$ cat src/rtl/regfile_pkg.sv
// Shared types and constants for the register-file writeback scheduler slice.
package regfile_pkg;

   localparam int unsigned XLEN = 32;
   localparam int unsigned AW   = 5;
   localparam int unsigned NREG = 32;

   typedef logic [AW-1:0] reg_addr_t;

   typedef struct packed {
      logic            valid;
      reg_addr_t       rd;
      logic [XLEN-1:0] data;
   } wb_req_t;

   typedef enum logic {
      LAST_A = 1'b0,
      LAST_B = 1'b1
   } rr_last_t;

endpackage

$ cat src/rtl/wb_rr_arb2.sv
// Two-way writeback arbiter: round-robin (RR_EN=1) or fixed A-over-B priority.
module wb_rr_arb2
   import regfile_pkg::*;
#(
   parameter int unsigned RR_EN = 1
) (
   input  logic       clk,
   input  logic       rst_n,
   input  logic [1:0] req,
   output logic [1:0] gnt
);

   rr_last_t last_q, last_d;

   // bit 0 = source A, bit 1 = source B; pointer moves only on a grant
   always_comb begin
      gnt    = '0;
      last_d = last_q;
      unique case (req)
         2'b01:   gnt = 2'b01;
         2'b10:   gnt = 2'b10;
         2'b11:   gnt = ((RR_EN == 0) || (last_q == LAST_B)) ? 2'b01 : 2'b10;
         default: gnt = '0;
      endcase
      if (gnt[0]) begin
         last_d = LAST_A;
      end else if (gnt[1]) begin
         last_d = LAST_B;
      end
   end

   always_ff @(posedge clk or negedge rst_n) begin
      if (!rst_n) begin
         last_q <= LAST_B;
      end else begin
         last_q <= last_d;
      end
   end

endmodule

$ cat src/rtl/regfile_wb_sched.sv
// Writeback scheduler and busy-bit scoreboard in front of the register file's
// single write port; registered output stage drives the write port directly.
module regfile_wb_sched
   import regfile_pkg::*;
#(
   parameter int unsigned XLEN  = regfile_pkg::XLEN,
   parameter int unsigned NREG  = regfile_pkg::NREG,
   parameter int unsigned AW    = regfile_pkg::AW,
   parameter int unsigned RR_EN = 1
) (
   input  logic            clk,
   input  logic            rst_n,
   input  logic            a_valid,
   output logic            a_ready,
   input  logic [AW-1:0]   a_rd,
   input  logic [XLEN-1:0] a_data,
   input  logic            b_valid,
   output logic            b_ready,
   input  logic [AW-1:0]   b_rd,
   input  logic [XLEN-1:0] b_data,
   input  logic            issue_valid,
   input  logic [AW-1:0]   issue_rd,
   output logic            issue_ready,
   input  logic [AW-1:0]   rs1,
   input  logic [AW-1:0]   rs2,
   output logic            hazard,
   output logic            wer,
   output logic [AW-1:0]   rd,
   output logic [XLEN-1:0] regdata,
   output logic [NREG-1:0] busy_vec
);

   logic [1:0]      gnt;
   wb_req_t         req_a, req_b, win;
   logic            xfer;

   logic            wer_q, wer_d;
   logic [AW-1:0]   rd_q, rd_d;
   logic [XLEN-1:0] data_q, data_d;
   logic [NREG-1:0] busy_q, busy_d;

   wb_rr_arb2 #(
      .RR_EN (RR_EN)
   ) u_arb (
      .clk   (clk),
      .rst_n (rst_n),
      .req   ({b_valid, a_valid}),
      .gnt   (gnt)
   );

   always_comb begin
      req_a   = '{valid: a_valid, rd: a_rd, data: a_data};
      req_b   = '{valid: b_valid, rd: b_rd, data: b_data};
      win     = gnt[1] ? req_b : req_a;
      xfer    = (|gnt) && win.valid;
      a_ready = gnt[0];
      b_ready = gnt[1];
   end

   // x0 transfers complete the handshake but never raise the write enable
   always_comb begin
      wer_d  = xfer && (win.rd != '0);
      rd_d   = xfer ? win.rd   : rd_q;
      data_d = xfer ? win.data : data_q;
   end

   always_comb begin
      issue_ready = (issue_rd == '0) || !busy_q[issue_rd];
      hazard      = ((rs1 != '0) && busy_q[rs1]) || ((rs2 != '0) && busy_q[rs2]);
   end

   // clear on the commit edge first so a same-edge issue of that register wins
   always_comb begin
      busy_d = busy_q;
      if (wer_q) begin
         busy_d[rd_q] = 1'b0;
      end
      if (issue_valid && issue_ready && (issue_rd != '0)) begin
         busy_d[issue_rd] = 1'b1;
      end
      busy_d[0] = 1'b0;
   end

   always_ff @(posedge clk or negedge rst_n) begin
      if (!rst_n) begin
         wer_q  <= 1'b0;
         rd_q   <= '0;
         data_q <= '0;
         busy_q <= '0;
      end else begin
         wer_q  <= wer_d;
         rd_q   <= rd_d;
         data_q <= data_d;
         busy_q <= busy_d;
      end
   end

   always_comb begin
      wer      = wer_q;
      rd       = rd_q;
      regdata  = data_q;
      busy_vec = busy_q;
   end

endmodule

$ cat config.mk
export PLATFORM = sky130hd
export DESIGN_NAME = regfile_wb_sched
export DESIGN_NICKNAME = d
export VERILOG_FILES = /design/src/rtl/regfile_pkg.sv /design/src/rtl/wb_rr_arb2.sv /design/src/rtl/regfile_wb_sched.sv
export SDC_FILE = /design/constraint.sdc
export NUM_CORES = 1
export LEC_CHECK = 0
export CAP_MARGIN = 30
export CORE_MARGIN = 2
export CORE_UTILIZATION = 43
export CTS_CLUSTER_SIZE = 28
export DETAILED_ROUTE_END_ITERATION = 6
export PLACE_DENSITY = 0.81
export SLEW_MARGIN = 10
export SYNTH_ARGS = -nofsm -noshare
export SYNTH_HDL_FRONTEND = slang
export SYNTH_HIERARCHICAL = 1
export SYNTH_SLANG_ARGS = --single-unit
$ cat constraint.sdc
create_clock -name clk -period 2.6 [get_ports clk]
set_input_delay 0.52 -clock clk [delete_from_list [all_inputs] [get_ports clk]]
set_output_delay 0.52 -clock clk [all_outputs]
set_load 0.03 [all_outputs]
# Word-level counts from Yosys, hierarchy flattened
# Index checks and enable logic that the tools add are counted.
totals:
  regBits: 70
  latch_bits: 0
  mem_bits_rw: 0
  rom_bits: 0
  in_bits: 94
  out_inout_bits: 74
  wordCells: 52
  mem_count: 0
op_classes:
  n_addsub: 0
  mul: 0
  div: 0
  n_lt_le_gt_ge: 6
  n_eq_ne: 3
  n_shift: 0
  mux: 17
  bitwise: 3
  reduce_logical: 18
op_table:
  columns: ["op", "count"]
  rows:
  - ["2-to-1 mux 32 bit", 2]
  - ["2-to-1 mux 38 bit", 1]
  - ["AND 32 bit", 1]
  - ["inverter 32 bit", 1]
  - ["bitwise OR 32 bit", 1]
  - ["less-than comparator 5 x 6 -> 1 bit, second input constant", 4]
  - ["nonzero test 5 bit", 4]
  - ["binary-select mux 1 bit (select 5 bit)", 3]
  - ["demux 1 bit (select 5 bit)", 2]
  - ["greater-or-equal comparator 5 x 1 -> 1 bit, second input constant", 2]
  - ["logical AND 1 bit", 8]
  - ["2-to-1 mux 1 bit", 7]
  - ["case mux 2 bit (3 select lines)", 1]
  - ["zero test 5 bit", 1]
  - ["equality test 2 bit, second input constant", 2]
  - ["equality test 2 x 1 -> 1 bit, second input constant", 1]
  - ["logical OR 1 bit", 2]
  - ["2-to-1 mux 2 bit", 1]
  - ["nonzero test 2 bit", 1]
  - ["OR reduction 2 bit", 1]
  - ["zero test 1 bit", 1]

# Longest topological paths before layout
logic_depth:
  depth_word: 9
  mapped_depth: 9
  ltp_nobuf: 7

# Modules after synthesis
# Netlist, hierarchy kept.
modules_own_cells:
  columns: ["mod", "instances", "cells_per_inst", "area_each_um2", "seq_area_each_um2"]
  rows:
  - ["regfile_wb_sched", 1, 381, 3952.5, 1726.7]
  - ["wb_rr_arb2", 1, 6, 53.8, 26.3]

# Least setup slack after synthesis
# No wires, ideal clock.
synth_timing:
  path_type: "input -> output"
  start: "in issue_rd[1]"
  end: "out issue_ready"
  arrival_time_ns: 2.249
  required_ns: 2.080
  slack_ns: -0.169
  stages: 5
  path_buffers: 2
  cell_sequence: "clkbuf_1 buf_2 mux4_2 mux4_2 o21ai_1"
synth_via:
  elab_chain_len: 4
  word_cells_on_any_way: 5
  cone_classes: "mux: 2; reduce/logical: 3"
synth_lines:
  columns: ["element", "line_no", "source"]
  rows:
  - ["start, declared", "regfile_wb_sched.sv:22", "input logic [AW-1:0] issue_rd,"]
  - ["binary-select mux 1 bit (select 5 bit)", "regfile_wb_sched.sv:68", "issue_ready = (issue_rd == '0) || !busy_q[issue_rd];"]
  - ["2-to-1 mux 1 bit (not written as such)", "regfile_wb_sched.sv:68", null]
  - ["zero test 1 bit", "regfile_wb_sched.sv:68", null]
  - ["logical OR 1 bit (*)", "regfile_wb_sched.sv:68", null]
  - ["end, declared", "regfile_wb_sched.sv:23", "output logic issue_ready,"]
# Mark *: on every way between the ends. The rest lies on a longest branch, timed or not. The select of a mux whose other input is x is not followed.

# Worst setup path after layout
layout_timing:
  start: "reg busy_q[23], in the netlist busy_vec[23]"
  end: "out issue_ready"
layout_via:
  elab_chain_len: 4
layout_lines:
  columns: ["element", "line_no", "source"]
  rows:
  - ["start, declared", "regfile_wb_sched.sv:40", "logic [NREG-1:0] busy_q, busy_d;"]
  - ["start signal, assigned", "regfile_wb_sched.sv:94", "busy_q <= busy_d;"]
  - ["binary-select mux 1 bit (select 5 bit)", "regfile_wb_sched.sv:68", null]
  - ["2-to-1 mux 1 bit (not written as such)", "regfile_wb_sched.sv:68", null]
  - ["zero test 1 bit", "regfile_wb_sched.sv:68", null]
  - ["logical OR 1 bit", "regfile_wb_sched.sv:68", null]
# No other way between the ends. The select of a mux whose other input is x is not followed.

==> key figures <==
Run status
  • Outcome: finished with violations
  • Failing checks: setup timing

Timing
  • Least-Margin Pin Slew: 0.555 ns
  • Final setup fails: 2
  • Slew HR: 63.0%
  • Worst hold margin: ~0.15 ns
  • Final worst-path cycle share: 103%
  • Final min period: 2.68 ns
  • Final Hold Viols: 0
  • Fmax achieved: 372 MHz
  • RSZ-0062 raised after global routing: true
  • Clk_skew: about 0.0097 ns
  • Count of final max-slew check failures: 0
  • Min setup slack post-route: -0.0849 ns

Power
  • Pwr dens: between 900 and 1000 mW/mm^2
  • Sequential power share: a little under a third
  • Combinational power share: between 50 and 60%
  • Int Pwr: about 0.0035 W
  • Clock power share: between 15 and 20%
  • Worst VDD drop: between 0.0003 and 0.0004 V
  • Leakage: ~2.6 nW
  • Switching power: 0.00233 W
  • Sw Ratio: just under 40%

Logic synthesis
  • Warnings, synthesis: 6
  • Count leader, synth: o21ai_0
  • Unique masters post-synth: 43
  • Commonest cells in the netlist: o21ai_0, dfrtp_1, mux2i_1
  • Mapped Nets: between 400 and 500
  • Post-synth EDFFs: 0
  • Yosys reg bits: 70
  • Synth top area share: about 43%
  • FFs w/ async S/R, synth: 100%
  • Post-synth top flop: dfrtp_1
  • Synth Area per Inst: between 10 and 15 sq um
  • Largest cells by area after synthesis: dfrtp_1, o21ai_0, mux2i_1
  • Top cell type by total area after synthesis: dfrtp_1
  • Seq/Total Area, Yosys: between 40% and 50%
  • Cells after Synth: 387
  • Cell Area, Synth: 0.00401 sq mm

Worst setup path
  • Arrival @ worst endpoint: between 2 and 2.5 ns
  • Crit Path Category: flip-flop to output pin
  • Critical path launch point type: flip-flop
  • CP Capture Point: issue_ready
  • Setup crit end kind: output pin
  • Critical path required time: approximately 2.1 ns
  • Critical Path Max Stage Delay: around 0.50 ns
  • R2r startpoint: busy_vec[7]
  • R2R cell count: 4
  • Critical Path Fanout Max: 4
  • Crit Reg-Reg Endpoint: busy_vec[7]
  • Delay-heaviest family, CP: multiplexers
  • CP Buf/Inv Count: 2
  • Flop2flop setup slack: 0.69 ns
  • Crit path from: busy_vec[23]
  • Levels on crit path: 5
  • Cell mode on critical path: mux4_2
  • Critical path's slowest cell: mux4_2
  • Crit-path cells: buf_4, mux4_2, mux4_2, o21ai_4, buf_6

Floorplan
  • # rows: 35
  • Core area: between 0.009 and 0.01 sq mm
  • DIE HEIGHT: between 100 and 150 um
  • Die area: between 0.01 and 0.015 sq mm
  • # IOs: about 170
  • Initial Util: 43.8%
  • Die X: just over 100 um

Place
  • GP Congestion: about 0.93
  • Placed cell areas: between 0.006 and 0.007 sq mm
  • Placed insts: between 600 and 700
  • Port Buf Inserts: approximately 170
  • Post-DP HPWL: 10,600 um

Clock tree
  • CTS root buffer: clkbuf_8
  • Clock sink total: 70
  • Longest Clk Path Bufs: 2
  • Num CTS Buffers: 9
  • Register clock-pin slew on the reported worst setup and hold paths: around 0.08 ns
  • CTS tree: built
  • Worst skew pair latency: around 0.35 ns
  • H-tree depth: 3

Final layout
  • Final Util: 70.2%
  • Number of fill cells in the layout: 690
  • Final Instance Area: between 0.006 and 0.007 sq mm
  • Area delta synth->final: 60.4%
  • Share of layout cells above drive strength 1: about a fifth
  • Post-Layout Cell Count: 712
  • Final nets: between 600 and 700
  • Antenna Cells: 0

Global route
  • Initial antenna violation count: 0
  • Vias in the first global route: ~4,200
  • First-pass GRT wire length: 21,100 um
  • GR Layer Usage met3: under 10%
  • Total global-route track usage: between 20% and 30%
  • GR Layer Usage met1: roughly a third
  • Met2 usage: between 40% and 50%
  • Maximum number of pins on one net before global-route repair: 49
  • Gr busiest metal: met2
  • Grt ovf: 0

Worst hold path
  • Hold crit path type: input port to async pin

Routing
  • Antenna-violating nets left: 0
  • First-pass DRT Iterations: 5
  • # DRC: 0
  • Post-Route WL: 13,500 um
  • Post-DR vias/cell: ~5.7
  • First DRT Iteration DRCs: between 200 and 250
  • Post-DR wirelength/cell: 19.0 um
  • Via Count: ~4,000

Run
  • Max-Cap Viols: 0
-- cell usage in the layout (no fill, tap or decap), drive strengths merged, types with 4 or more instances in the layout --
| cell | Yosys | layout |
|---|---|---|
| clkbuf | 17 | 13 |
| nand2 | 44 | 44 |
| dlygate4sd2 | 0 | 5 |
| clkdlybuf4s50 | 0 | 152 |
| buf | 12 | 67 |
| mux2i | 45 | 45 |
| mux4 | 20 | 20 |
| a21oi | 8 | 8 |
| or3b | 6 | 6 |
| nor2 | 9 | 9 |
| nand3b | 8 | 8 |
| o21ai | 101 | 101 |
| dfrtp | 69 | 69 |
| nor3 | 4 | 4 |
| mux2 | 6 | 6 |
-- worst min path at each step --
stage	from	end	slack, ns	cells past startpoint
after global placement	regdata[0]	regdata[0]	0.46	2
after detailed placement	regdata[22]	regdata[22]	0.47	2
after CTS	rst_n	busy_vec[23]	0.16	1
after floorplan	rst_n	busy_vec[10]	0.22	0
final	rst_n	busy_vec[23]	0.15	1
after global routing	rst_n	busy_vec[23]	0.18	1
-- power by group through the flow --
stage / Clock (W) / Combinational [W] / Sequential, W
6_report: 0.00103 / 0.00303 / 0.00180
5_1_grt: 0.00108 / 0.00321 / 0.00184
4_1_cts: 0.00103 / 0.00302 / 0.00179
3_5_place_dp: 0 / 0.00293 / 0.00181
3_3_place_gp: 0 / 0.00287 / 0.00179
2_1_floorplan: 0 / 0.000835 / 0.00239
-- area by class of cell --
class                      count  area, sq um  area share [%]
sequential                    70         1750            27.3
clock inverter                 3         65.1            1.01
clock buffer                  13          169            2.63
tap                          111          139            2.16
multi-input combinational    285         2130            33.2
timing repair buffer         227         2150            33.5
inverter                       3         11.3           0.175
-- sequential cells by signal, indices dropped and copies added (netlist names) --
register	flops
rd	5
u_arb/last_q	1
regdata	32
busy_vec	31
wer	1
-- worst reg2reg max path: stages, from the launching register on --
cell     delay, ns
dfrtp_1       0.38
buf_4         0.16
mux4_2        0.49
or4b_1        0.55
o21ai_0       0.24
-- cells by family after synthesis --
family                 after synthesis  share of synthesized area [%]
muxes                               71                           24.5
buffers and inverters               32                           3.78
other                                1                         0.0936
DFF                                 70                           43.8
AOI/OAI and AO/OA                  120                           15.6
and+or+nand+nor                     93                           12.2
-- through the flow --
| stage | total power, W | TNS (ns) | worst slack, ns |
|---|---|---|---|
| floorplan | 0.00323 | 0 | 0.0198 |
| global placement | 0.00467 | -1.31 | -0.804 |
| detailed placement | 0.00474 | -1.30 | -0.771 |
| CTS | 0.00584 | -0.203 | -0.141 |
| global route | 0.00613 | -0.302 | -0.162 |
| finish | 0.00586 | -0.0965 | -0.0849 |
-- routing by layer --
metal,routed length [um],vias to the layer above
met3,1220,24
met1,5280,1983
met5,0,-
li1,-,1854
met4,302,0
met2,6760,231
-- timing repair --
item,in CTS,in global routing
resized for setup,31,3
hold buffers,0,0
setup buffers,7,1
endpoints found under the setup margin,2,2
pin swaps,3,3
Power figures use the tool's default switching activity.
